===== src/rtl/dc_tfu_pkg.sv =====
// ============================================================================
// dc_tfu_pkg : shared types for the texel fetch unit (state, texel, quad)
// Revision   : 1.0
// ============================================================================
`default_nettype none

package dc_tfu_pkg;

    localparam int TEXEL_W = 24;

    typedef logic [TEXEL_W-1:0] texel_t;

    // d0=(x,y) d1=(x+1,y) d2=(x,y+1) d3=(x+1,y+1)
    typedef struct packed {
        texel_t d0;
        texel_t d1;
        texel_t d2;
        texel_t d3;
    } quad_t;

    typedef enum logic [2:0] {
        S_IDLE     = 3'd0,
        S_RD_L_TOP = 3'd1,
        S_RD_L_BOT = 3'd2,
        S_RD_R_TOP = 3'd3,
        S_RD_R_BOT = 3'd4,
        S_CAPTURE  = 3'd5,
        S_EMIT     = 3'd6
    } tfu_state_t;

    typedef enum logic [2:0] {
        TAG_NONE = 3'd0,
        TAG_LT   = 3'd1,
        TAG_LB   = 3'd2,
        TAG_RT   = 3'd3,
        TAG_RB   = 3'd4
    } rd_tag_t;

endpackage

`default_nettype wire


===== src/rtl/dc_tfu_addr_gen.sv =====
// ============================================================================
// dc_tfu_addr_gen : clamps row/column to the texture and forms the word address
// Revision        : 1.0
// ============================================================================
`default_nettype none

module dc_tfu_addr_gen #(
    parameter int TEX_SIZE_WIDTH = 12,
    parameter int ADDR_WIDTH     = 20
) (
    input  logic [ADDR_WIDTH-1:0]     base_i,
    input  logic [TEX_SIZE_WIDTH-1:0] stride_i,
    input  logic [TEX_SIZE_WIDTH-1:0] width_i,
    input  logic [TEX_SIZE_WIDTH-1:0] height_i,
    input  logic [TEX_SIZE_WIDTH:0]   row_i,
    input  logic [TEX_SIZE_WIDTH:0]   col_i,
    output logic [ADDR_WIDTH-1:0]     addr_o
);

    localparam int TW = TEX_SIZE_WIDTH;

    // Row/column carry one extra bit so y+1 / x+1 never wrap before clamping.
    function automatic logic [TW:0] clamp(input logic [TW:0] v, input logic [TW-1:0] lim);
        logic [TW:0] top;
        top = {1'b0, lim} - (TW+1)'(1);
        if (lim == '0)
            return '0;
        else if (v > top)
            return top;
        else
            return v;
    endfunction

    logic [TW:0] row_c;
    logic [TW:0] col_c;

    assign row_c  = clamp(row_i, height_i);
    assign col_c  = clamp(col_i, width_i);
    assign addr_o = base_i + ADDR_WIDTH'(row_c) * ADDR_WIDTH'(stride_i) + ADDR_WIDTH'(col_c);

endmodule

`default_nettype wire


===== src/rtl/dc_texel_fetch_unit.sv =====
// ============================================================================
// dc_texel_fetch_unit : streams one row of 2x2 texel quads per accepted request
// Revision            : 1.0
// ============================================================================
`default_nettype none

module dc_texel_fetch_unit
    import dc_tfu_pkg::*;
#(
    parameter int TEX_SIZE_WIDTH = 12,
    parameter int ADDR_WIDTH     = 20
) (
    input  logic                      clk,
    input  logic                      nreset,
    input  logic [ADDR_WIDTH-1:0]     ctl_tex_base,
    input  logic [TEX_SIZE_WIDTH-1:0] ctl_tex_stride,
    input  logic [TEX_SIZE_WIDTH-1:0] ctl_tex_width,
    input  logic [TEX_SIZE_WIDTH-1:0] ctl_tex_height,
    input  logic                      tex_request_valid,
    output logic                      tex_request_ready,
    input  logic [TEX_SIZE_WIDTH-1:0] tex_request_y,
    output logic                      mem_rd_en,
    output logic [ADDR_WIDTH-1:0]     mem_addr,
    input  logic [23:0]               mem_rdata,
    output logic                      texel_valid,
    input  logic                      texel_ready,
    output logic [23:0]               texel_data0,
    output logic [23:0]               texel_data1,
    output logic [23:0]               texel_data2,
    output logic [23:0]               texel_data3,
    output logic                      busy
);

    localparam int TW = TEX_SIZE_WIDTH;

    tfu_state_t            state_q;
    rd_tag_t               tag_q;
    logic [ADDR_WIDTH-1:0] base_q;
    logic [TW-1:0]         stride_q;
    logic [TW-1:0]         w_q;
    logic [TW-1:0]         h_q;
    logic [TW-1:0]         y_q;
    logic [TW-1:0]         x_q;
    quad_t                 quad_q;
    logic                  rd_en_q;
    logic                  ready_q;
    logic                  busy_q;
    logic                  valid_q;

    logic                  is_top;
    logic                  is_left;
    logic [TW:0]           row;
    logic [TW:0]           col;

    assign is_top  = (state_q == S_RD_L_TOP) || (state_q == S_RD_R_TOP) || (state_q == S_IDLE);
    assign is_left = (state_q == S_RD_L_TOP) || (state_q == S_RD_L_BOT) || (state_q == S_IDLE);
    assign row     = is_top  ? {1'b0, y_q} : {1'b0, y_q} + (TW+1)'(1);
    assign col     = is_left ? '0          : {1'b0, x_q} + (TW+1)'(1);

    dc_tfu_addr_gen #(
        .TEX_SIZE_WIDTH (TEX_SIZE_WIDTH),
        .ADDR_WIDTH     (ADDR_WIDTH)
    ) u_addr_gen (
        .base_i   (base_q),
        .stride_i (stride_q),
        .width_i  (w_q),
        .height_i (h_q),
        .row_i    (row),
        .col_i    (col),
        .addr_o   (mem_addr)
    );

    always_ff @(posedge clk) begin
        if (!nreset) begin
            state_q  <= S_IDLE;
            tag_q    <= TAG_NONE;
            base_q   <= '0;
            stride_q <= '0;
            w_q      <= '0;
            h_q      <= '0;
            y_q      <= '0;
            x_q      <= '0;
            quad_q   <= '0;
            rd_en_q  <= 1'b0;
            ready_q  <= 1'b1;
            busy_q   <= 1'b0;
            valid_q  <= 1'b0;
        end else begin
            // Read data lands one cycle after its strobe; the tag says where.
            case (tag_q)
                TAG_LT:  quad_q.d0 <= mem_rdata;
                TAG_LB:  quad_q.d2 <= mem_rdata;
                TAG_RT:  quad_q.d1 <= mem_rdata;
                TAG_RB:  quad_q.d3 <= mem_rdata;
                default: ;
            endcase
            tag_q <= TAG_NONE;

            case (state_q)
                S_IDLE: begin
                    if (tex_request_valid) begin
                        base_q   <= ctl_tex_base;
                        stride_q <= ctl_tex_stride;
                        w_q      <= ctl_tex_width;
                        h_q      <= ctl_tex_height;
                        y_q      <= tex_request_y;
                        x_q      <= '0;
                        if ((ctl_tex_width != '0) && (ctl_tex_height != '0)) begin
                            state_q <= S_RD_L_TOP;
                            rd_en_q <= 1'b1;
                            ready_q <= 1'b0;
                            busy_q  <= 1'b1;
                        end
                    end
                end
                S_RD_L_TOP: begin
                    tag_q   <= TAG_LT;
                    state_q <= S_RD_L_BOT;
                end
                S_RD_L_BOT: begin
                    tag_q   <= TAG_LB;
                    state_q <= S_RD_R_TOP;
                end
                S_RD_R_TOP: begin
                    tag_q   <= TAG_RT;
                    state_q <= S_RD_R_BOT;
                end
                S_RD_R_BOT: begin
                    tag_q   <= TAG_RB;
                    rd_en_q <= 1'b0;
                    state_q <= S_CAPTURE;
                end
                S_CAPTURE: begin
                    valid_q <= 1'b1;
                    state_q <= S_EMIT;
                end
                S_EMIT: begin
                    if (texel_ready) begin
                        valid_q <= 1'b0;
                        if (x_q == w_q - TW'(1)) begin
                            state_q <= S_IDLE;
                            ready_q <= 1'b1;
                            busy_q  <= 1'b0;
                        end else begin
                            quad_q.d0 <= quad_q.d1;
                            quad_q.d2 <= quad_q.d3;
                            x_q       <= x_q + TW'(1);
                            rd_en_q   <= 1'b1;
                            state_q   <= S_RD_R_TOP;
                        end
                    end
                end
                default: begin
                    state_q <= S_IDLE;
                    rd_en_q <= 1'b0;
                    ready_q <= 1'b1;
                    busy_q  <= 1'b0;
                    valid_q <= 1'b0;
                end
            endcase
        end
    end

    assign tex_request_ready = ready_q;
    assign mem_rd_en         = rd_en_q;
    assign texel_valid       = valid_q;
    assign busy              = busy_q;
    assign texel_data0       = quad_q.d0;
    assign texel_data1       = quad_q.d1;
    assign texel_data2       = quad_q.d2;
    assign texel_data3       = quad_q.d3;

endmodule

`default_nettype wire


===== config.mk =====
export PLATFORM = sky130hd
export DESIGN_NAME = dc_texel_fetch_unit
export DESIGN_NICKNAME = d
export VERILOG_FILES = /design/src/rtl/dc_tfu_pkg.sv /design/src/rtl/dc_tfu_addr_gen.sv /design/src/rtl/dc_texel_fetch_unit.sv
export SDC_FILE = /design/constraint.sdc
export NUM_CORES = 1
export LEC_CHECK = 0
export CAP_MARGIN = 20
export CORE_MARGIN = 5
export CORE_UTILIZATION = 54
export CTS_CLUSTER_SIZE = 30
export DETAILED_ROUTE_END_ITERATION = 10
export MAX_ROUTING_LAYER = met4
export PLACE_DENSITY = 0.76
export SLEW_MARGIN = 30
export SYNTH_ARGS = -nofsm -noshare
export SYNTH_HDL_FRONTEND = slang
export SYNTH_HIERARCHICAL = 1
export SYNTH_SLANG_ARGS = --single-unit

===== constraint.sdc =====
create_clock -name clk -period 24.2 [get_ports clk]
set_input_delay 3.63 -clock clk [delete_from_list [all_inputs] [get_ports clk]]
set_output_delay 3.63 -clock clk [all_outputs]
set_load 0.02 [all_outputs]

==> reports/summary.md <==
### Outcome
• finished clean — status

### Detailed routing
• 0 — post-route ant nets
• 18.33 um — Avg WL per Cell
• 42.85 mm — sum of routed wire length over all layers
• 5.605 — routed vias/inst
• 5 — first drt pass iteration count
• 891 — number of DRC markers in iteration 0
• 0 — residual DRC count
• 13.11k — routed vias

### Placed design
• 215 — PortBufs
• 0.9717 — placer congestion estimate
• 10.50 ns — Post-Place Setup Slack
• 32.34 mm — HPWL after detailed placement
• 0.01755 mm2 — placed standard-cell area

### Floorplanning
• 61 — std cell rows
• 0.03171 mm2 — area of the die
• 178.1 um — floorplan die height
• 0.02786 mm2 — Placeable Area
• 54.75% — Initial Util
• 178.1 um — horizontal die dimension
• 216 — Top Ports

### Yosys
• sky130_fd_sc_hd__dfxtp_1 (24%), sky130_fd_sc_hd__fa_1 (17%), sky130_fd_sc_hd__nand2_1 (8.0%) — leading cell types by total area after synthesis
• sky130_fd_sc_hd__nand2_1 (324), sky130_fd_sc_hd__dfxtp_1 (186), sky130_fd_sc_hd__inv_1 (178), sky130_fd_sc_hd__a21oi_1 (152), sky130_fd_sc_hd__fa_1 (129) — list of most frequent post-synthesis cells
• 24.41% — Yosys top cell area share
• sky130_fd_sc_hd__nand2_1 — cell with the most instances after synthesis
• 6 — yosys synthesis warning count
• sky130_fd_sc_hd__dfxtp_1 — largest area contributor in the synthesized netlist
• 0 — count of flip-flops with a built-in enable after synthesis
• 186 — #FFs+latches synth
• 8.460 um2 — average cell area after synthesis
• 24.41% — share of the yosys chip area belonging to registers
• sky130_fd_sc_hd__dfxtp_1 — ys flop type
• 0% — Async S/R FF share, synth
• 2118 — syn nets
• 1803 — Post-Syn Instances
• 0.01525 mm2 — synthesized area
• 76 — synth unique cells

### Clock network
• 0 — total of hold buffers inserted after clock tree synthesis
• sky130_fd_sc_hd__clkbuf_16 — buffer type at the clock tree root
• 4 — number of levels in the clock H-tree
• 2 — Bufs on Longest Clock Path
• 0.08 ns — clock edge transition at the registers on the reported setup and hold paths
• 0 — setup repair bufs after CTS
• built — clock tree from TritonCTS
• 186 — clk sinks
• 0 — count of instances resized after the clock tree is built
• 17 — TritonCTS Buffers
• 0.44 ns — source-to-sink clock delay at the later pin of the worst-skew pair

### STA
• 0 — final hold violation count
• 57.99% — share of the clock period used by the worst path
• 0.9213 ns — Worst Max-Slew Pin Slew
• 38.31% — Max-slew headroom
• 0 ns — TNS Setup
• 0 — number of max-slew violations in the final report
• 0.07126 GHz — upper clock frequency limit
• 10.17 ns — setup slack of the critical path after layout
• 0 — setup violators final
• 0.02121 ns — worst setup skew after layout
• 14.03 ns — final critical path time including I/O delays and setup
• no — unrepaired setup endpoints after global routing

### Critical path
• reg -> out — Setup CP Type
• output pin — Crit. End Element
• 20.37 ns — register-to-register setup slack
• state_q[0] — Worst setup startpoint
• 17 — Max Fanout on Critical Path
• w_q[0] — start of the worst register-to-register path
• 10.40 ns — arrival time at the worst endpoint
• 0.65 ns — CP peak stage delay
• register — Worst Setup Start Kind
• sky130_fd_sc_hd__ha_1 — critical path's most frequent cell
• sky130_fd_sc_hd__a21oi_2 — critical path's slowest cell
• 20.57 ns — required time of the critical path

### Global routing
• 97 — largest net degree at the start of global routing
• 70.98 mm — first-pass GRT wire length
• 0 — Congestion Overflow GR
• 13.44k — vias in the first global route
• 3 — antenna violations before repair
• 28.54% — global router's overall resource usage

### Cells and area
• 19.15% — Layout Area Growth over Synthesis
• 0.01817 mm2 — summed area of non-filler cells in the final layout
• 2259 — post-layout net count
• 7.103% — layout cells sized above 1

### Job
• 0 — max capacitance violation total

### Min path
• base_q[7] — startpoint of the tightest hold check path
• reg -> reg — class of the worst hold path

### Power and ir drop
• 55.89 mW/mm2 — total power density per cell area
• 7.132 nW — leakage power
• 0.05998 mV — Peak VDD IR

## area by class of cell
| class | count | area (um2) |
|---|---|---|
| multi-input combinational | 1325 | 10370 |
| fill | 2326 | 9684 |
| sequential | 186 | 3724 |
| timing repair buffer | 235 | 2313 |
| inverter | 179 | 676.9 |
| tap | 378 | 473.0 |
| clock buffer | 18 | 439.2 |
| clock inverter | 14 | 168.9 |
| antenna | 3 | 7.507 |
## where the power goes
part | internal, mW | leakage [nW] | switching, mW
combinational | 0.166 | 5.33 | 0.220
sequential | 0.320 | 1.51 | 0.0208
clock | 0.143 | 0.294 | 0.147
## worst max-delay path, delay by kind of cell (launching register included)
kind	cells	cell delay, ns
flip-flops	1	0.62
adder cells (fa/ha/maj)	8	2.77
XOR/XNOR	2	0.36
AND/OR/NAND/NOR	9	1.58
buffers and inverters	5	0.86
AO/OA/AOI/OAI	11	3.77
## per-stage QoR
stage	total power, mW	std cells	hold WS [ns]	util, %
2_1_floorplan	0.5954	1803	0.4352	-
3_3_place_gp	0.7183	2302	0.4445	62.91
3_5_place_dp	0.7284	2303	0.4504	63.00
4_1_cts	1.019	2335	0.4610	65.18
5_1_grt	1.078	2338	0.4842	65.24
6_report	1.016	2338	0.4595	65.24
## logic make-up (layout without fill, tap and decap cells)
logic type | Yosys count | in the layout | synth area share, %
AND/OR/NAND/NOR | 673 | 673 | 21.14
AO/OA/AOI/OAI | 305 | 305 | 14.44
buffers and inverters | 292 | 446 | 7.793
adder cells (fa/ha/maj) | 219 | 219 | 24.31
flip-flops | 186 | 186 | 24.41
XOR/XNOR | 78 | 78 | 4.618
multiplexers | 50 | 50 | 3.289
other | 0 | 3 | 0
## state kept, by name, indices dropped and copies added, names as in the netlist, 20 cells and up
register / cells
texel_data2: 24
texel_data3: 24
texel_data0: 24
base_q: 20
texel_data1: 24
## cells in the final DEF (no fill, tap or decap), types with 5 or more instances in the layout
cell / n
sky130_fd_sc_hd__inv_1: 177
sky130_fd_sc_hd__a21oi_1: 151
sky130_fd_sc_hd__nand4_1: 10
sky130_fd_sc_hd__a211oi_2: 50
sky130_fd_sc_hd__nand3_1: 20
sky130_fd_sc_hd__or3_1: 9
sky130_fd_sc_hd__o21ai_0: 16
sky130_fd_sc_hd__nor3_1: 67
sky130_fd_sc_hd__xnor2_1: 49
sky130_fd_sc_hd__ha_1: 90
sky130_fd_sc_hd__nor4_1: 15
sky130_fd_sc_hd__o211ai_1: 9
sky130_fd_sc_hd__o21a_1: 5
sky130_fd_sc_hd__a211o_1: 8
sky130_fd_sc_hd__fa_1: 129
sky130_fd_sc_hd__a211oi_1: 16
sky130_fd_sc_hd__nor2_1: 75
sky130_fd_sc_hd__nand2_1: 324
sky130_fd_sc_hd__clkdlybuf4s50_1: 215
sky130_fd_sc_hd__a31oi_1: 10
sky130_fd_sc_hd__a21o_1: 7
sky130_fd_sc_hd__nand2b_1: 11
sky130_fd_sc_hd__mux2i_1: 49
sky130_fd_sc_hd__xor2_1: 27
sky130_fd_sc_hd__buf_4: 18
sky130_fd_sc_hd__or4_1: 8
sky130_fd_sc_hd__clkbuf_16: 17
sky130_fd_sc_hd__dfxtp_1: 186
sky130_fd_sc_hd__and2_1: 86
sky130_fd_sc_hd__nor2b_1: 9
## path summary, 6_finish.rpt
| check | end | cells past startpoint |
|---|---|---|
| min | base_q[7] | 2 |
| max | mem_addr[19] | 35 |
| min reg2reg | base_q[7] | 2 |
| max reg2reg | texel_data0[0] | 10 |
## metal layers
| metal | share of wire (%) | vias up | track usage [%] |
|---|---|---|---|
| met5 | 0 | - | - |
| met4 | 1.9 | 0 | 6.252 |
| met3 | 7.1 | 63 | 6.825 |
| met2 | 46 | 437 | 43.89 |
| met1 | 45 | 6349 | 38.62 |
| li1 | - | 6256 | - |
Power figures use the tool's default switching activity.
